`src/rtl/nasti_lite_reg_reader.sv`:
```
//------------------------------------------------------------------------------
// Module   : nasti_lite_reg_reader
// Purpose  : NASTI-lite read slave bridging single-beat AR/R transactions onto
//            a req/ack peripheral register bus, with window decode, alignment
//            check, register-side error mapping and an ack timeout.
// Revision : 1.0 - initial release
//------------------------------------------------------------------------------
`default_nettype none

module nasti_lite_reg_reader #(
  parameter int ID_WIDTH   = 1,
  parameter int ADDR_WIDTH = 8,
  parameter int DATA_WIDTH = 32,
  parameter int USER_WIDTH = 1,
  parameter int BASE_ADDR  = 0,
  parameter int REG_SPACE  = 256,
  parameter int TIMEOUT    = 255
) (
  input  logic                          clk,
  input  logic                          rstn,
  // lite AR channel
  input  logic [ID_WIDTH-1:0]           lite_ar_id,
  input  logic [ADDR_WIDTH-1:0]         lite_ar_addr,
  input  logic [2:0]                    lite_ar_prot,
  input  logic [3:0]                    lite_ar_qos,
  input  logic [3:0]                    lite_ar_region,
  input  logic [USER_WIDTH-1:0]         lite_ar_user,
  input  logic                          lite_ar_valid,
  output logic                          lite_ar_ready,
  // lite R channel
  output logic [ID_WIDTH-1:0]           lite_r_id,
  output logic [DATA_WIDTH-1:0]         lite_r_data,
  output logic [1:0]                    lite_r_resp,
  output logic [USER_WIDTH-1:0]         lite_r_user,
  output logic                          lite_r_valid,
  input  logic                          lite_r_ready,
  // peripheral register bus
  output logic                          reg_req,
  output logic [$clog2(REG_SPACE)-1:0]  reg_addr,
  input  logic                          reg_ack,
  input  logic [DATA_WIDTH-1:0]         reg_rdata,
  input  logic                          reg_err
);

  localparam int c_ra_w = $clog2(REG_SPACE);
  localparam int c_lsb  = $clog2(DATA_WIDTH / 8);
  localparam int c_tw   = $clog2(TIMEOUT + 1);

  localparam logic [ADDR_WIDTH:0] c_win_lo  = (ADDR_WIDTH + 1)'(BASE_ADDR);
  localparam logic [ADDR_WIDTH:0] c_win_hi  = (ADDR_WIDTH + 1)'(BASE_ADDR + REG_SPACE);
  localparam logic [c_ra_w-1:0]   c_base_lo = c_ra_w'(BASE_ADDR);
  localparam logic [c_tw-1:0]     c_tmo_last = c_tw'(TIMEOUT - 1);

  localparam logic [1:0] c_resp_okay   = 2'b00;
  localparam logic [1:0] c_resp_slverr = 2'b10;
  localparam logic [1:0] c_resp_decerr = 2'b11;

  localparam logic [1:0] S_IDLE = 2'd0;
  localparam logic [1:0] S_REQ  = 2'd1;
  localparam logic [1:0] S_RESP = 2'd2;

  // Parameter legality is enforced at elaboration time.
  generate
    if (!(DATA_WIDTH == 32 || DATA_WIDTH == 64)) begin : g_bad_data_width
      $fatal(1, "nasti_lite_reg_reader: DATA_WIDTH must be 32 or 64");
    end
    if (USER_WIDTH < 1) begin : g_bad_user_width
      $fatal(1, "nasti_lite_reg_reader: USER_WIDTH must be > 0");
    end
    if ((REG_SPACE < DATA_WIDTH / 8) || ((REG_SPACE & (REG_SPACE - 1)) != 0)) begin : g_bad_reg_space
      $fatal(1, "nasti_lite_reg_reader: REG_SPACE must be a power of two >= DATA_WIDTH/8");
    end
    if (c_ra_w > ADDR_WIDTH) begin : g_bad_addr_width
      $fatal(1, "nasti_lite_reg_reader: REG_SPACE exceeds the address space");
    end
    if (TIMEOUT < 1) begin : g_bad_timeout
      $fatal(1, "nasti_lite_reg_reader: TIMEOUT must be >= 1");
    end
  endgenerate

  logic [1:0]            r_state;
  logic [1:0]            w_next_state;
  logic [c_tw-1:0]       r_cnt;
  logic [ID_WIDTH-1:0]   r_id;
  logic [USER_WIDTH-1:0] r_user;
  logic [DATA_WIDTH-1:0] r_data;
  logic [1:0]            r_resp;
  logic [c_ra_w-1:0]     r_reg_addr;
  logic [2:0]            r_prot;

  logic                  w_ar_fire;
  logic                  w_out_of_win;
  logic                  w_misaligned;
  logic                  w_timeout;
  logic [c_ra_w-1:0]     w_offset;
  logic                  w_unused;

  // Decode is done one bit wider than the address so BASE+SPACE cannot wrap.
  assign w_ar_fire    = (r_state == S_IDLE) && lite_ar_valid;
  assign w_out_of_win = ({1'b0, lite_ar_addr} < c_win_lo) || ({1'b0, lite_ar_addr} >= c_win_hi);
  assign w_misaligned = (lite_ar_addr[c_lsb-1:0] != '0);
  // Only the low bits of the difference matter once the address is in-window.
  assign w_offset     = lite_ar_addr[c_ra_w-1:0] - c_base_lo;
  // Fires on the TIMEOUT-th REQ cycle, so reg_req is high for exactly TIMEOUT cycles.
  assign w_timeout    = (r_cnt == c_tmo_last);
  // QoS/region are ignored and prot is only recorded.
  assign w_unused     = ^{lite_ar_qos, lite_ar_region, r_prot};

  // State register.
  always_ff @(posedge clk or negedge rstn) begin
    if (!rstn) r_state <= S_IDLE;
    else       r_state <= w_next_state;
  end

  // Next-state decision; an ack always takes priority over the timeout.
  always_comb begin
    w_next_state = r_state;
    case (r_state)
      S_IDLE: begin
        if (lite_ar_valid) begin
          if (w_out_of_win || w_misaligned) w_next_state = S_RESP;
          else                              w_next_state = S_REQ;
        end
      end
      S_REQ: begin
        if (reg_ack || w_timeout) w_next_state = S_RESP;
      end
      S_RESP: begin
        if (lite_r_ready) w_next_state = S_IDLE;
      end
      default: w_next_state = S_IDLE;
    endcase
  end

  // Handshake outputs are pure functions of the state.
  always_comb begin
    lite_ar_ready = 1'b0;
    lite_r_valid  = 1'b0;
    reg_req       = 1'b0;
    case (r_state)
      S_IDLE:  lite_ar_ready = 1'b1;
      S_REQ:   reg_req       = 1'b1;
      S_RESP:  lite_r_valid  = 1'b1;
      default: lite_ar_ready = 1'b0;
    endcase
  end

  // Transaction context, response payload and timeout counter.
  always_ff @(posedge clk or negedge rstn) begin
    if (!rstn) begin
      r_cnt      <= '0;
      r_id       <= '0;
      r_user     <= '0;
      r_data     <= '0;
      r_resp     <= c_resp_okay;
      r_reg_addr <= '0;
      r_prot     <= '0;
    end else begin
      case (r_state)
        S_IDLE: begin
          r_cnt <= '0;
          if (w_ar_fire) begin
            r_id   <= lite_ar_id;
            r_user <= lite_ar_user;
            r_prot <= lite_ar_prot;
            if (w_out_of_win) begin
              r_resp <= c_resp_decerr;
              r_data <= '0;
            end else if (w_misaligned) begin
              r_resp <= c_resp_slverr;
              r_data <= '0;
            end else begin
              r_reg_addr <= w_offset;
            end
          end
        end
        S_REQ: begin
          if (reg_ack) begin
            r_data <= reg_rdata;
            r_resp <= reg_err ? c_resp_slverr : c_resp_okay;
          end else if (w_timeout) begin
            r_data <= '0;
            r_resp <= c_resp_slverr;
          end else begin
            r_cnt <= r_cnt + c_tw'(1);
          end
        end
        default: begin
          // RESP holds the payload; late acks are deliberately ignored here.
        end
      endcase
    end
  end

  assign lite_r_id   = r_id;
  assign lite_r_user = r_user;
  assign lite_r_data = r_data;
  assign lite_r_resp = r_resp;
  assign reg_addr    = r_reg_addr;

endmodule

`default_nettype wire
```
`config.mk`:
```
export PLATFORM = sky130hd
export DESIGN_NAME = nasti_lite_reg_reader
export DESIGN_NICKNAME = d
export VERILOG_FILES = /design/src/rtl/nasti_lite_reg_reader.sv
export SDC_FILE = /design/constraint.sdc
export NUM_CORES = 1
export LEC_CHECK = 0
export CORE_MARGIN = 4
export CORE_UTILIZATION = 41
export CTS_BUF_LIST = sky130_fd_sc_hd__clkbuf_4 sky130_fd_sc_hd__clkbuf_8
export CTS_CLUSTER_DIAMETER = 50
export CTS_CLUSTER_SIZE = 30
export DETAILED_ROUTE_END_ITERATION = 12
export GPL_ROUTABILITY_DRIVEN = 1
export PLACE_DENSITY = 0.81
export SLEW_MARGIN = 20
export SYNTH_ARGS = -nofsm -noshare
export SYNTH_HDL_FRONTEND = slang
export SYNTH_SLANG_ARGS = --single-unit
```
`constraint.sdc`:
```
create_clock -name clk -period 2.2 [get_ports clk]
set_input_delay 0.55 -clock clk [delete_from_list [all_inputs] [get_ports clk]]
set_output_delay 0.55 -clock clk [all_outputs]
set_load 0.02 [all_outputs]
```
Word-level counts from Yosys, hierarchy flattened --
Cells that the tools add are included.
Cells by class: add/sub/neg operators 1, bitwise gates (word level) 1, multiplexer cells 22, equal/unequal tests 11, reduce and logical (&&, ||, !) cells 10
Operator list (number):
- $mux W32 | 4
- $pmux W32 S2 | 1
- $mux W2 | 9
- $mux W8 | 2
- $pmux W8 S2 | 1
- $ne A2 B2 Y1 const B | 7
- $reduce_and A3 Y1 | 3
- $add A8 B1 Y8 const B | 1
- $eq A8 B8 Y1 const B | 1
- $pmux W2 S3 | 1
- $pmux W2 S2 | 1
- $reduce_and A4 Y1 | 1
- $reduce_bool A2 Y1 | 2
- $mux W1 | 3
- $ne A3 B3 Y1 const B | 1
- $eq A2 B1 Y1 const B | 1
- $eq A2 B2 Y1 const B | 1
- $logic_not A2 Y1 | 1
- $reduce_and A2 Y1 | 1
- $logic_and A1 B1 Y1 | 1
- $logic_or A1 B1 Y1 | 1
- $not A1 Y1 | 1
Storage, ports and cells: logic and storage cells 52, output and inout port bits 47, flip-flop bits (word level) 54, bits of input ports 59

Longest topological paths before layout --
Gate-level depths: netlist (run 1).
depth after elaboration 4, depth in mapped cells 7, depth with buffers taken out 6

Worst setup path after synthesis (run 1) --
Ideal clock, no wire load.
path type reg-to-reg, start register r_cnt[0], end register r_cnt[6], slack 0.603 ns, clock period less this slack 1.597 ns, required time 2.096 ns, stages on the path, launching flop included 8, setup time 0.104 ns, arrival time 1.493 ns, buffers on the path 1, path through dfrtp_1 > inv_1 > ha_1 > nand3_1 > o21bai_2 > buf_6 > or3_1 > o311ai_1
On the way: longest elaborated chain between the ends 4, elaborated cells on any way between the ends 7, those cells by class add/sub (1); eq/ne (2); mux (3); reduce/logical (1)
Ends and longest elaborated chain:
- start: declaration | RTL line 83 | logic [c_tw-1:0] r_cnt;
- start signal: assignment | RTL line 185 | r_cnt <= r_cnt + c_tw'(1);
- $add A8 B1 Y8 | RTL line 185
- $mux W8 | RTL line 181 | end else if (w_timeout) begin
- $mux W8 | RTL line 178 | if (reg_ack) begin
- $pmux W8 S2 | RTL line 159 | case (r_state)
Parallel ways exist; a longest one is shown, timed or not. The select of a mux whose other input is x is not followed. A chain may end at the register's enable or synchronous reset.

Worst setup path after layout (run 1) --
start register r_state[0], end output reg_req
On the way: longest elaborated chain between the ends 2
Ends and longest elaborated chain:
- start: declaration | RTL line 81 | logic [1:0] r_state;
- start signal: assignment | RTL line 112 | else r_state <= w_next_state;
- $eq A2 B1 Y1 | RTL line 140 | case (r_state)
- $mux W1 | RTL line 140
- end: declaration | RTL line 38 | output logic reg_req,
Every way passes these cells.

==> metrics.yaml, run 1 <==
initial_core_util: 0.422
clk_latency_ns: 0.30
cp-start-kind: "flop"
grt_antenna_before_repair: 0
cts_setup_buffers: 0
grt_pass1_vias: 1765
ios: 106
min_period_ns: 2.13
post-synth-top-count-cell: "dfrtp_1"
path_max_fanout: 9
vias: 1707
cts_tree: "yes"
arrival_ns: 1.58
hpwlAfterDp_um: 3730
yosys.area.top_type_share: 0.620
synthTopCellsByCount: "53 x dfrtp_1, 32 x a22o_1, 11 x nand2_1"
outcome: "completed"
ys_top_cells_by_area: "dfrtp_1 62%, a22o_1 13%, mux2_2 4.2%"
area_growth_pct: 52.4
num_rows: 26
wl_um: 5220
ys_ff_latch: 53
grt_usage: 0.167
skew_ns: 0.00797
worstRegToRegCells: 7
drive_gt1_frac: 0.115
maxCapViolCount: 0
max_freq_mhz: 470
tightest_slew_ns: 0.655
port_buffers: 93
syn-num-nets: 227
dr.pass1.iters: 4
crit_type: "flop to output pin"
cts_buffer_depth: 2
diodes: 0
root_buffer: "clkbuf_8"
netlist_instances: 166
gp_congestion: 0.814
drc: 0
cts_sinks: 53
ys.flop_type: "dfrtp_1"
peakVddDrop_uv: 525
relSlewSlack: 0.564
hold_violations: 0
pwr_density_cell_nw_per_um2: 834
die_w_um: 80.2
vias_per_cell: 5.14
final_cells: 332
slowest_stage: "clkdlybuf4s50_1"
core_area_um2: 5070
setup-violations-final: 0
grt_max_degree: 54
hold_class: "input pin to async pin"
crit_chain: "nand2b_1 > inv_2 > clkdlybuf4s50_1"
wl_per_cell_um: 15.7
yosysSeqAreaShare: 0.620
die_area_um2: 6440
cts_max_level: 2
gr-total-overflow: 0
clkSlewWorstSetupHoldPaths_ns: 0.10
yosysTopAreaCell: "dfrtp_1"
max_stage_delay_ns: 0.61
report.final.slew_viol_count: 0
finalSetupTns_ns: 0
grt_pass1_wl_um: 8360
die_height_um: 80.2
cts_buffers: 5
critical_path_required_ns: 1.65
final_nets: 322
grt_setup_unrepaired: "no"
synth_area_um2: 2140
fin_crit_sh: 0.966
p_leak_uw: 0.00145
antenna_left: 0
async_flop_share: 1.00
synth_edf_count: 0
yosysWarnings: 0
cp-end-kind: "output pin"
dpl.cell_count: 324
syn_area_per_cell_um2: 12.9
yosysUniqueCellTypes: 32
drt_iter0_drc: 77
power by group:
group          internal, uW  switching (uW)  total, uW
logic                   501             443        944
clock network           227             330        557
registers              1130            88.9       1220
state kept, by name, indices dropped and copies added, names as in the netlist:
signal / flops
reg_addr: 8
r_state: 2
lite_r_data: 32
r_cnt: 8
lite_r_user: 1
lite_r_resp: 1
lite_r_id: 1
critical path, delay by kind of cell (launching register included):
kind | cells | cell delay (ns)
AND/OR/NAND/NOR | 1 | 0.11
flip-flops | 1 | 0.47
buffers and inverters | 2 | 0.69
per-stage QoR:
step / cell area, um2 / utilization / total power (uW) / hold slack (ns) / setup slack (ns)
after floorplan: 2140 / - / 1670 / 0.254 / 0.603
after global placement: 3160 / 0.624 / 2180 / 0.471 / 0.140
after detailed placement: 3160 / 0.624 / 2200 / 0.489 / 0.131
after CTS: 3260 / 0.642 / 2770 / 0.367 / 0.00359
after global routing: 3260 / 0.643 / 2860 / 0.403 / 0.00749
final: 3260 / 0.643 / 2720 / 0.342 / 0.0737
cell families after synthesis:
logic type | share of synthesized area
buffers and inverters | 0.0398
flip-flops | 0.620
AND/OR/NAND/NOR | 0.0988
other | 0.00175
adder cells (fa/ha/maj) | 0.0117
AO/OA/AOI/OAI | 0.186
multiplexers | 0.0421
cell type report:
cell class                 instances  area, um2
clock buffer                       5       68.8
clock inverter                     3       21.3
fill                             413       1810
inverter                           5       18.8
multi-input combinational         96        728
sequential                        53       1330
tap                               70       87.6
timing repair buffer             100       1010
path summary, 6_finish.rpt:
path / startpoint / endpoint / slack, ns
hold reg to reg: reg_addr[0] / reg_addr[0] / 0.51
min in group clk: reg_addr[0] / reg_addr[0] / 0.51
max in group asynchronous: rstn / r_state[0] / 1.40
setup / recovery: r_state[0] / reg_req / 0.07
setup reg to reg: r_cnt[0] / lite_r_data[15] / 0.35
hold / removal: rstn / r_cnt[5] / 0.34
layout by cell type (no fill, tap or decap), types with 2 or more instances in the layout:
cell type        Yosys  layout
clkdlybuf4s50_1      0      90
dfrtp_1             53      52
a22o_1              32      32
nand2_1             11      11
nand3_1              8       8
mux2_2               8       8
o211ai_1             5       5
clkbuf_8             0       5
buf_4                1       5
inv_1                4       4
and2_1               3       3
o311ai_0             3       3
nand2b_1             2       2
nor2_1               2       2
nor2b_1              2       2
a21oi_1              2       2
o21ai_0              2       2
or3_1                2       2
or4_1                2       2
ha_1                 2       2
dlymetal6s2s_1       0       2
buf_12               0       2
per-layer routing:
metal | wire length [um] | GRT usage | part of all wire
met5 | 0 | 0 | 0
met4 | 57 | 0.0422 | 0.011
met3 | 326 | 0.0538 | 0.062
met2 | 2690 | 0.290 | 0.51
met1 | 2150 | 0.200 | 0.41
what timing repair did:
| item | 4_1_cts | 5_1_grt |
|---|---|---|
| cloned | 0 | 0 |
| resized for setup | 1 | 2 |
| hold buffers | 0 | 0 |
| setup endpoints to repair | 2 | 2 |
| hold endpoints to repair | 0 | 0 |
Note: power is estimated with default switching activity, not from simulation.
==> inputs of run 2 (changes only) <==
GPL_TIMING_DRIVEN = 0   (was default)
==> run 2 against run 1 <==
Net effect:
- clock skew about the same
- core utilization down 0.32 points
- first-iteration DRC count down 34%
- fmax up 2.9%
- sequential power about the same
- setup slack better by 0.059 ns
- clock power down 0.9%
- combinational power down 2.4%
- critical path depth up 1
- largest power group unchanged
==> metrics.yaml, run 2 (synthesized netlist as in run 1, its figures left out) <==
outcome: "completed"
path_max_fanout: 10
root_buffer: "clkbuf_8"
slowest_stage: "dfrtp_1"
vias_per_cell: 5.02
die_area_um2: 6440
drt_iter0_drc: 51
drive_gt1_frac: 0.124
report.final.slew_viol_count: 0
grt_usage: 0.175
grt_pass1_wl_um: 8670
area_growth_pct: 51.6
clk_latency_ns: 0.30
die_w_um: 80.2
num_rows: 26
dpl.cell_count: 329
vias: 1688
cts_max_level: 2
p_leak_uw: 0.00145
cts_buffer_depth: 2
critical_path_required_ns: 1.65
antenna_left: 0
min_period_ns: 2.07
crit_type: "flop to output pin"
initial_core_util: 0.422
max_stage_delay_ns: 0.43
final_area_um2: 3240
grt_setup_unrepaired: "no"
worst-path-buf-inv: 3
layout_commonest_cell: "clkdlybuf4s50_1"
cts_setup_buffers: 0
utilization: 0.639
crit_chain: "clkbuf_2 > nand2b_1 > inv_1 > dlygate4sd2_1"
peakVddDrop_uv: 522
cp-start-kind: "flop"
port_buffers: 93
die_height_um: 80.2
gr-total-overflow: 0
mostFrequentLayoutCells: "89 x clkdlybuf4s50_1, 53 x dfrtp_1, 32 x a22o_1"
maxCapViolCount: 0
path_delay_family: "buffers and inverters"
cp-end-kind: "output pin"
setup-violations-final: 0
ios: 106
drc: 0
core_area_um2: 5070
met2_usage: 0.281
use_met1: 0.223
finalSetupTns_ns: 0
busiest_layer: "met2"
tightest_slew_ns: 0.659
wl_um: 5200
hpwlAfterDp_um: 3880
fin_crit_sh: 0.940
hold_class: "input pin to async pin"
cts_resized: 5
max_freq_mhz: 484
fill_cells: 419
largest_reg_flops: 32
relSlewSlack: 0.561
clkSlewWorstSetupHoldPaths_ns: 0.09
cts_buffers: 5
final_nets: 327
dr.pass1.iters: 4
final_cells: 336
grt_antenna_before_repair: 0
placed_area_um2: 3160
diodes: 0
skew_ns: 0.00748
gp_congestion: 0.801
cts_sinks: 53
holdBufCountCts: 0
grt_pass1_vias: 1734
pwr_density_cell_nw_per_um2: 831
hold_violations: 0
grt_use_met3: 0.0639
cts_tree: "yes"
grt_max_degree: 54
wl_per_cell_um: 15.5
arrival_ns: 1.52
-- run 2: cell count changes in the layout (fill, tap and decap cells not counted), sizes merged --
cell	previous run	this run
dlymetal6s2s	2	0
buf	8	11
clkinv	1	0
clkdlybuf4s50	90	89
clkbuf	5	8
dlygate4sd2	0	3
inv	6	5
-- run 2: layout make-up --
class	count	area [um2]	share of cell area
clock buffer	6	82.6	0.0255
buffer	12	68.8	0.0212
timing repair buffer	93	925	0.285
tap	70	87.6	0.0270
multi-input combinational	96	728	0.224
clock inverter	1	7.51	0.00231
inverter	5	18.8	0.00578
sequential	53	1330	0.409
-- run 2: through the flow --
stage	power, uW	setup slack (ns)	hold slack [ns]
after floorplan	1670	0.603	0.254
after global placement	2160	-0.968	0.471
after detailed placement	2180	-0.0206	0.473
after CTS	2730	0.111	0.299
after global routing	2850	0.0243	0.319
final	2690	0.133	0.277
-- run 2: worst reg2reg max path, cell delays in order (launching register included) --
cell      delay, ns
dfrtp_1        0.43
inv_1          0.06
ha_1           0.19
nand3_1        0.11
o21bai_2       0.10
buf_6          0.15
or3_1          0.36
o311ai_1       0.26
-- run 2: power breakdown --
part | leakage [uW] | total [uW] | internal (uW) | switching [uW]
logic | 0.000694 | 921 | 479 | 443
clock network | 0.0000433 | 552 | 249 | 302
registers | 0.000708 | 1220 | 1130 | 91.0
total | 0.00145 | 2690 | 1860 | 836
-- run 2: worst paths after layout --
kind / slack, ns / start / cells past startpoint / end
max: 0.13 / r_state[0] / 4 / lite_r_valid
min: 0.28 / rstn / 1 / reg_addr[6]
max reg2reg: 0.43 / r_cnt[0] / 7 / r_cnt[6]
min reg2reg: 0.50 / reg_addr[0] / 1 / reg_addr[0]
max in group asynchronous: 1.48 / rstn / 1 / lite_r_data[0]
min in group clk: 0.50 / reg_addr[0] / 1 / reg_addr[0]
-- run 2: routing by layer --
metal  wire length [um]  share of wire  vias up
met3                402          0.077        4
met4                 26         0.0050        0
met1               2160           0.42      817
li1                   -              -      810
met2               2620           0.50       57
met5                  0              0        -
==> inputs of run 3 (changes only) <==
CAP_MARGIN = 20   (was default)
==> results of run 3 <==
Final layout, timing and power as in run 2 (identical DEF).
